`src/rtl/spi_pkg.sv`:
```
// Shared SPI definitions: controller state encoding, byte width and the test
// command/response pair used by the peripheral and its benches.
package spi_pkg;

    typedef enum logic [2:0] {
        IDLE,
        SETUP,
        XFER,
        HOLD,
        GAP
    } spi_state_t;

    localparam int         SPI_BYTE_W    = 8;
    localparam logic [7:0] SPI_TEST_CMD  = 8'h8F;
    localparam logic [7:0] SPI_TEST_RESP = 8'hAA;

endpackage

```
`src/rtl/spi_clk_div.sv`:
```
// Half-period tick generator: pulses tick for one clk every CLK_DIV enabled cycles,
// restarting from zero whenever clear is asserted.
module spi_clk_div #(
    parameter int CLK_DIV = 4
) (
    input  logic clk,
    input  logic rst,
    input  logic clear,
    input  logic enable,
    output logic tick
);
    localparam int               CNT_W   = $clog2(CLK_DIV);
    localparam logic [CNT_W-1:0] CNT_MAX = CNT_W'(CLK_DIV - 1);

    logic [CNT_W-1:0] cnt;

    // tick ignores clear so the FSM can use it to decide a transition without a loop
    assign tick = enable && (cnt == CNT_MAX);

    always_ff @(posedge clk or posedge rst) begin
        if (rst) begin
            cnt <= '0;
        end else if (clear || tick) begin
            cnt <= '0;
        end else if (enable) begin
            cnt <= cnt + 1'b1;
        end
    end

endmodule

```
`src/rtl/spi_controller.sv`:
```
// SPI initiator: shifts one byte out MSB-first on mosi and captures one byte from miso
// per transfer; optionally keeps ss low so the following byte continues the frame.
module spi_controller
    import spi_pkg::*;
#(
    parameter int CLK_DIV = 4
) (
    input  logic                  clk,
    input  logic                  rst,
    input  logic                  start,
    input  logic [SPI_BYTE_W-1:0] tx_data,
    input  logic                  keep_ss,
    output logic                  busy,
    output logic                  done,
    output logic [SPI_BYTE_W-1:0] rx_data,
    output logic                  sclk,
    output logic                  ss,
    output logic                  mosi,
    input  logic                  miso
);
    localparam logic [3:0] LAST_HALF = 4'd15;
    localparam logic [3:0] LAST_FALL = 4'd14;

    spi_state_t            state_q;
    spi_state_t            state_d;
    logic [3:0]            half_cnt;
    logic [SPI_BYTE_W-1:0] tx_shift;
    logic [SPI_BYTE_W-1:0] rx_shift;
    logic                  keep_q;
    logic                  tick;
    logic                  div_clr;

    assign busy    = (state_q == SETUP) || (state_q == XFER) || (state_q == GAP);
    assign div_clr = (state_d != state_q);

    spi_clk_div #(
        .CLK_DIV (CLK_DIV)
    ) u_clk_div (
        .clk    (clk),
        .rst    (rst),
        .clear  (div_clr),
        .enable (busy),
        .tick   (tick)
    );

    always_ff @(posedge clk or posedge rst) begin
        if (rst) begin
            state_q <= IDLE;
        end else begin
            state_q <= state_d;
        end
    end

    // NOTE: state_d gets its default before the case so no path leaves it unassigned (no latch).
    always_comb begin
        state_d = state_q;
        case (state_q)
            IDLE, HOLD: if (start) state_d = SETUP;
            SETUP:      if (tick) state_d = XFER;
            XFER:       if (tick && (half_cnt == LAST_HALF)) state_d = keep_q ? HOLD : GAP;
            GAP:        if (tick) state_d = IDLE;
            default:    state_d = IDLE;
        endcase
    end

    // NOTE: flops use non-blocking assignments so every register samples pre-edge values.
    always_ff @(posedge clk or posedge rst) begin
        if (rst) begin
            sclk     <= 1'b0;
            ss       <= 1'b1;
            mosi     <= 1'b0;
            done     <= 1'b0;
            rx_data  <= '0;
            tx_shift <= '0;
            rx_shift <= '0;
            keep_q   <= 1'b0;
            half_cnt <= '0;
        end else begin
            done <= 1'b0;
            case (state_q)
                IDLE, HOLD: begin
                    if (start) begin
                        tx_shift <= tx_data;
                        keep_q   <= keep_ss;
                        ss       <= 1'b0;
                        mosi     <= tx_data[SPI_BYTE_W-1];
                        half_cnt <= '0;
                    end
                end
                SETUP: begin
                    if (tick) sclk <= 1'b1;
                end
                XFER: begin
                    if (tick) begin
                        half_cnt <= half_cnt + 4'd1;
                        if (half_cnt == LAST_HALF) begin
                            // final low half-period has elapsed: publish the byte
                            rx_data <= rx_shift;
                            done    <= 1'b1;
                            mosi    <= 1'b0;
                            ss      <= ~keep_q;
                        end else begin
                            sclk <= ~sclk;
                            if (sclk) begin
                                rx_shift <= {rx_shift[SPI_BYTE_W-2:0], miso};
                                if (half_cnt != LAST_FALL) begin
                                    mosi     <= tx_shift[SPI_BYTE_W-2];
                                    tx_shift <= {tx_shift[SPI_BYTE_W-2:0], 1'b0};
                                end
                            end
                        end
                    end
                end
                default: ;
            endcase
        end
    end

endmodule

```
`config.mk`:
```
export PLATFORM = sky130hd
export DESIGN_NAME = spi_controller
export DESIGN_NICKNAME = d
export VERILOG_FILES = /design/src/rtl/spi_pkg.sv /design/src/rtl/spi_clk_div.sv /design/src/rtl/spi_controller.sv
export SDC_FILE = /design/constraint.sdc
export NUM_CORES = 1
export LEC_CHECK = 0
export CAP_MARGIN = 0
export CORE_AREA = 2 2 76 78
export CTS_BUF_LIST = sky130_fd_sc_hd__clkbuf_8
export CTS_CLUSTER_DIAMETER = 200
export DETAILED_ROUTE_END_ITERATION = 10
export DIE_AREA = 0 0 78 80
export PLACE_DENSITY = 0.59
export SETUP_SLACK_MARGIN = 0.1
export SLEW_MARGIN = 20
export SYNTH_ARGS = -nofsm -noshare
export SYNTH_HDL_FRONTEND = slang
export SYNTH_SLANG_ARGS = --single-unit
```
`constraint.sdc`:
```
create_clock -name clk -period 3.7 [get_ports clk]
set_clock_uncertainty 0.15 [all_clocks]
set_input_delay 0.555 -clock clk [delete_from_list [all_inputs] [get_ports clk]]
set_output_delay 0.555 -clock clk [all_outputs]
set_load 0.01 [all_outputs]
```
==> results.md, run 1 <==
- Initial DRC count: 51
- Total Wirelength: around 3.5 mm
- Die Area: 0.00624 mm²
- Crit path kind: reg -> out
- Starting density of the core: roughly 34%
- Worst hold path type: reg -> reg
- Post-Place Cell Area: 0.00214 mm²
- Initial antenna violation count: 0
- Mux cell area share after synthesis: 21.0%
- Leak Pwr: 1.03 nW
- Final Cycle Share: 73.6%
- Syn_nets: 161
- Vias post-DR: 1,184
- Clock Pin Slew Worst Setup and Hold Paths: 70 ps
- Final Setup Violations: 0
- Warning count from the yosys run: 0
- Cell area after layout: 0.00223 mm²
- Critical path launch point type: register
- Via density: between 4 and 5
- Fmax: approximately 370 MHz
- N_diodes: 0
- Non-filler cells, final: 246
- First-pass GRT wire length: 6.13 mm
- FF-to-FF setup slack: 1590 ps
- Worst-Skew Late Latency: 290 ps
- Final Hold Fails: 0
- Slew headroom: 54.9%
- Remaining antenna violation count: 0
- Syn Area/Cell: 12.6 µm²
- Maximum vdd drop: 0.000192 V
- CP required: 2990 ps
- RD Place Congestion: 0.736
- Compound-Gate Fraction of Synth Area: 9.56%
- CTS max path bufs: 2
- CTS tree: built
- Largest net degree at the start of global routing: 38
- # hold bufs at CTS: 0
- DR WL/cell: 14.1 µm
- CP Capture Type: output port
- Post-CTS sizing: 0
- Worst Path Arrival: 2020 ps
- Fin. max-slew vios: 0
- Synth Instances: 145
- # Post-CTS Setup Buffers: 0
- Status: complete, no violations
- Layout cells sized above 1: 27.0%
- Nets: 189
- RSZ-0062 raised after global routing: false
- Vias in the first global route: ~1,300
- Drc violations: 0
- Sequential share of the synthesized area: 50.6%
- Post-DP HPWL: 2.38 mm
- Mapped Area: 0.00183 mm²
- PD cells: around 600 mW/mm²
- Cells after DPL: 238
- Total CTS buffers: 5
- # Max-Cap Violations: 0
- I/O pin count: 26
- Area Growth Syn to Fin: 21.8%
- Input/output buffers: 25
- Die Y: approximately 80 µm
- CP max FO: 16
- Synth Area in Adders: 2.05%
- Setup TNS: 0 ps
- Die width: 78 µm
- Min Tclk post-route: about 2700 ps
- Root cell of the clock tree: clkbuf_8
- Netlist cell types: 36
- Clock sink count: 37
- Core area: 0.00541 mm²
- TritonRoute pass-1 iters: 4
- Core Rows: 27
- Post-synthesis xor/xnor area fraction: ~2.4%
- Main combinational cell family by area after synthesis: multiplexers
- Remaining Overflow, GRT: 0
- Simple-gate share of the synthesized area: 9.84%
- Worst slew pin tran: 671 ps
- Synthesis-stage register bit count: 37
- GRT Total Usage: 12.4%
- Htree depth: 2
==> metal layers <==
layer | GRT usage (%) | up-vias | share of wire [%]
met5 | 0 | - | 0
met4 | 3.68 | 0 | 1.2
met3 | 4.30 | 6 | 5.4
met2 | 20.1 | 28 | 47
met1 | 15.8 | 581 | 46
li1 | - | 569 | -
==> cells by family (layout without fill, tap and decap cells) <==
logic type / Yosys count / in the layout
AOI/OAI and AO/OA: 23 / 23
xor gates and xnor gates: 5 / 5
adders and majority gates: 3 / 3
buffers and inverters: 16 / 45
DFF: 37 / 37
muxes: 32 / 32
and+or+nand+nor: 29 / 29
==> critical path, stage by stage, from the launching register on <==
cell             delay [ps]
dfrtp_1                 550
xor2_1                  230
o21ai_0                 390
inv_1                    70
clkdlybuf4s50_1         490
==> stage by stage <==
step                      setup WS (ps)  total power [mW]  hold slack, ps  util, %
final                               978              1.33             357     41.3
after global routing                788              1.43             386     41.3
after CTS                           944              1.36             364     41.3
after detailed placement           1230              1.07             344     39.6
after global placement             1280              1.04             337     39.6
after floorplan                    1870             0.943             325        -
==> cells in the final DEF, fill, tap and decap left out, types with 3 or more instances in the layout <==
master / Yosys / layout
clkdlybuf4s50_1: 0 / 25
o22ai_1: 3 / 3
ha_1: 3 / 3
dfrtp_1: 36 / 36
a21oi_1: 4 / 4
xor2_1: 5 / 5
a31oi_1: 3 / 3
mux2_2: 23 / 23
inv_1: 10 / 12
o21ai_0: 5 / 5
nor2_1: 5 / 5
nand2_1: 8 / 8
clkbuf_8: 0 / 6
mux2_4: 7 / 7
==> registers in the layout, indices dropped and copies added, names as in the netlist, 2 cells and up <==
register	count
rx_shift	8
tx_shift	7
u_clk_div.cnt	2
half_cnt	4
state_q	3
rx_data	8
==> final cells by class <==
class	count	area (µm²)
multi-input combinational	92	821
sequential	37	927
clock buffer	6	82.6
fill	535	3170
clock inverter	2	7.51
tap	72	90.1
timing repair buffer	27	265
inverter	10	37.5
==> power breakdown <==
part	leakage [nW]	internal [mW]	total, mW	switching, mW
logic	0.495	0.249	0.445	0.196
registers	0.479	0.504	0.607	0.103
clock network	0.0538	0.146	0.282	0.136
total	1.03	0.899	1.33	0.434
==> Yosys cell counts <==
master | count | share of area [%]
nor2_1 | 5 | 1.0
a31oi_1 | 3 | 1.0
o211ai_1 | 1 | 0.41
o311a_1 | 1 | 0.55
o31ai_1 | 1 | 0.41
nor3_1 | 2 | 0.55
a21oi_4 | 1 | 0.89
o21ai_0 | 5 | 1.4
nand2_1 | 8 | 1.6
nand3_1 | 2 | 0.55
mux2_2 | 23 | 14
clkbuf_1 | 2 | 0.41
ha_1 | 3 | 2.0
nor2b_1 | 1 | 0.34
buf_6 | 3 | 1.8
nand3_2 | 2 | 1.1
a21oi_1 | 4 | 1.1
buf_2 | 1 | 0.27
o22ai_1 | 3 | 1.0
nand3b_4 | 1 | 1.1
dfrtp_1 | 36 | 49
a21bo_2 | 1 | 0.55
inv_1 | 10 | 2.0
nand4_1 | 1 | 0.34
o32a_4 | 1 | 1.2
mux2i_1 | 2 | 1.1
a221o_1 | 1 | 0.55
or2b_1 | 2 | 0.82
xor2_1 | 5 | 2.4
dfstp_2 | 1 | 1.4
or3_1 | 2 | 0.68
and4bb_2 | 1 | 0.68
a2bb2oi_1 | 1 | 0.48
mux2_4 | 7 | 5.7
or3_4 | 1 | 0.61
nor3b_1 | 1 | 0.41
==> path summary, 6_finish.rpt <==
| kind | startpoint | to | cells past startpoint |
|---|---|---|---|
| setup / recovery | state_q[0] | busy | 4 |
| hold / removal | tx_shift[4] | tx_shift[4] | 1 |
| setup reg to reg | state_q[0] | tx_shift[1] | 4 |
| hold reg to reg | tx_shift[4] | tx_shift[4] | 1 |
| max in group asynchronous | rst | ss | 3 |
| min in group asynchronous | rst | rx_data[1] | 3 |
Power figures use the tool's default switching activity.
==> run 2: changes to the inputs <==
--- a/config.mk
+++ b/config.mk
@@ -11,7 +11,7 @@
 export CTS_CLUSTER_DIAMETER = 200
 export DETAILED_ROUTE_END_ITERATION = 10
 export DIE_AREA = 0 0 78 80
-export PLACE_DENSITY = 0.59
+export PLACE_DENSITY = 0.61
 export SETUP_SLACK_MARGIN = 0.1
 export SLEW_MARGIN = 20
 export SYNTH_ARGS = -nofsm -noshare
==> constraint.sdc (replaced) <==
create_clock -name clk -period 2.3 [get_ports clk]
set_clock_uncertainty 0.15 [all_clocks]
set_input_delay 0.345 -clock clk [delete_from_list [all_inputs] [get_ports clk]]
set_output_delay 0.345 -clock clk [all_outputs]
set_load 0.01 [all_outputs]
==> run 2 against run 1 <==
Global-route usage shrank 0.84 points; count of clock-buffer cells in the layout fell by 1; register-to-register slack got worse by 1300 ps; sequential power grew 58%; final area rose by 5.0%; utilization rose by 2.1 points; hold slack worse by 47 ps; sequential share of layout area is 1.8 points lower; non-clock buffer count up 8; die area unchanged; final cell count grew 3.3%; critical path type unchanged; critical endpoint unchanged.
==> results.md, run 2 (synthesized netlist as in run 1, its figures left out) <==
- Sequential share of power: 39.1% (was 45.5%)
- CTS tree: built (unchanged)
- Internal power consumption: 1.71 mW (was 899 µW)
- Maximum vdd drop: 0.000378 V (was 0.000192 V)
- Min Tclk post-route: 2150 ps
- Critical path launch point type: register (unchanged)
- Core Rows: 27 (unchanged)
- Sw Ratio: 30.0% (was 32.6%)
- Vias in the first global route: 1,193 (was 1,286)
- DR WL/cell: 13.2 µm (was 14.1 µm)
- Worst-Skew Late Latency: 290 ps (about the same)
- RSZ-0062 raised after global routing: false (unchanged)
- Status: complete, no violations (unchanged)
- I/O pin count: 26 (unchanged)
- Remaining antenna violation count: 0 (unchanged)
- Slew headroom: 69.4% (was 54.9%)
- Root cell of the clock tree: clkbuf_8 (unchanged)
- PD cells: 1040 mW/mm² (was 598 mW/mm²)
- Worst slew pin tran: 460 ps (was 671 ps)
- Initial DRC count: 29 (was 51)
- Worst path max stage delay: 470 ps (was 550 ps)
- CP required: 1800 ps (was 2990 ps)
- Die Y: 80 µm (unchanged)
- Htree depth: 2 (unchanged)
- Final Cycle Share: 93.6%
- CP top delay family: buffers and inverters (unchanged)
- Largest net degree at the start of global routing: 38 (unchanged)
- First-pass GRT wire length: 5.62 mm (was 6.13 mm)
- Core area: 0.00541 mm² (unchanged)
- CP max FO: 9 (was 16)
- Nets: 197 (was 189)
- # Max-Cap Violations: 0 (unchanged)
- Comb pwr share: 33.2% (was 33.4%)
- Crit path kind: reg -> out (unchanged)
- Clock power share: 27.7% (was 21.1%)
- Area Growth Syn to Fin: 27.9% (was 21.8%)
- Area of the multi-input gates: 821 µm² (unchanged)
- Worst path cell trace: xor2_1, o21ai_1, inv_1, clkdlybuf4s50_1 (was xor2_1, o21ai_0, inv_1, clkdlybuf4s50_1)
- Slowest CP cell: dfrtp_2 (was dfrtp_1)
- CP Buf/Inv Count: 2 (unchanged)
- Final Setup Violations: 0 (unchanged)
- Final Hold Fails: 0 (unchanged)
- Clock sink count: 37 (unchanged)
- Remaining Overflow, GRT: 0 (unchanged)
- Register area: 931 µm² (was 927 µm²)
- Die Area: 0.00624 mm² (unchanged)
- Fin. max-slew vios: 0 (unchanged)
- N_diodes: 0 (unchanged)
- Total Wirelength: 3.36 mm (was 3.48 mm)
- Clock Pin Slew Worst Setup and Hold Paths: 70 ps (about the same)
- Cells after DPL: 242 (was 238)
- Sw Pwr: 734 µW (was 434 µW)
- Non-filler cells, final: 254 (was 246)
- Worst hold path type: in -> async (was reg -> reg)
- Number of fill cells: 533 (was 535)
- Initial antenna violation count: 0 (unchanged)
- CP Capture Type: output port (unchanged)
- Vias post-DR: 1,215 (was 1,184)
- Setup TNS: 0 ps (unchanged)
- CTS max path bufs: 2 (unchanged)
- Leak Pwr: 1.08 nW (was 1.03 nW)
- Fmax: ~460 MHz
- # hold bufs at CTS: 0 (unchanged)
- GRT Total Usage: 11.6% (was 12.4%)
- Highest-count cells in the layout ignoring fill and taps: dfrtp_1, clkdlybuf4s50_1, mux2_2 (unchanged)
- Via density: 4.78 (was 4.81)
- Total CTS buffers: 5 (unchanged)
- Starting density of the core: 33.9% (unchanged)
- Most common cell after layout, fill and taps aside: dfrtp_1 (unchanged)
- Post-DP HPWL: 2.33 mm (was 2.38 mm)
- Drc violations: 0 (unchanged)
- Layout cells sized above 1: 33.0% (was 27.0%)
- TritonRoute pass-1 iters: 4 (unchanged)
- Worst Path Arrival: 1660 ps (was 2020 ps)
- Die width: 78 µm (unchanged)
- Input/output buffers: 25 (unchanged)
- RD Place Congestion: 0.745 (was 0.736)
- Largest regs: rx_data: 8 flops, rx_shift: 8 flops, tx_shift: 7 flops (unchanged)
## run 2: worst paths after layout
check                                  from     endpoint  slack, ps  depth (start not counted)
max in group asynchronous               rst           ss       1340                          3
worst min register to register  tx_shift[2]  tx_shift[2]        360                          1
worst max register to register   state_q[0]  tx_shift[3]        250                          5
min in group clk                tx_shift[2]  tx_shift[2]        360                          1
worst max-delay path             state_q[2]         busy        150                          4
worst min-delay path                    rst  tx_shift[3]        310                          3
## run 2: worst min-delay path, cell delays in order
cell,delay [ps]
clkdlybuf4s50_1,400
inv_1,50
buf_4,390
## run 2: power by group through the flow
| stage | registers (mW) | logic, mW | clock network [mW] |
|---|---|---|---|
| floorplan | 0.916 | 0.601 | 0 |
| global placement | 0.972 | 0.748 | 0 |
| detailed placement | 0.978 | 0.774 | 0 |
| CTS | 0.970 | 0.778 | 0.699 |
| global route | 0.986 | 0.893 | 0.721 |
| finish | 0.957 | 0.813 | 0.677 |
## run 2: cell type report
type,instances,share of cell area (%)
Timing Repair Buffer,35,13.9
Clock inverter,3,2.94
Inverter,10,1.60
Clock buffer,5,2.94
Multi-Input combinational cell,92,35.0
Sequential cell,37,39.7
Tap cell,72,3.85
## run 2: repair_timing
action                     CTS  global route
buffers inserted             0             4
resized for setup            4             0
hold endpoints to repair     0             0
setup endpoints to repair    1             1
pin swaps                    0             1
## run 2: per-stage QoR
| step | utilization, % | instance area, µm² | power, mW | hold slack [ps] | setup slack (ps) |
|---|---|---|---|---|---|
| 2_1_floorplan | - | 1830 | 1.52 | 312 | 472 |
| 3_3_place_gp | 40.2 | 2170 | 1.72 | 335 | 96.2 |
| 3_5_place_dp | 40.2 | 2170 | 1.75 | 343 | 54.7 |
| 4_1_cts | 42.8 | 2310 | 2.45 | 326 | 113 |
| 5_1_grt | 43.3 | 2340 | 2.60 | 361 | 78.8 |
| 6_report | 43.3 | 2340 | 2.45 | 310 | 148 |
## run 2: metal layers
metal / GRT usage, % / part of all wire [%] / vias up / wire length (µm)
met4: 4.91 / 1.6 / 0 / 53
met5: 0 / 0 / - / 0
met1: 14.4 / 46 / 602 / 1560
li1: - / - / 580 / -
met3: 3.73 / 4.9 / 6 / 166
met2: 18.6 / 47 / 27 / 1580
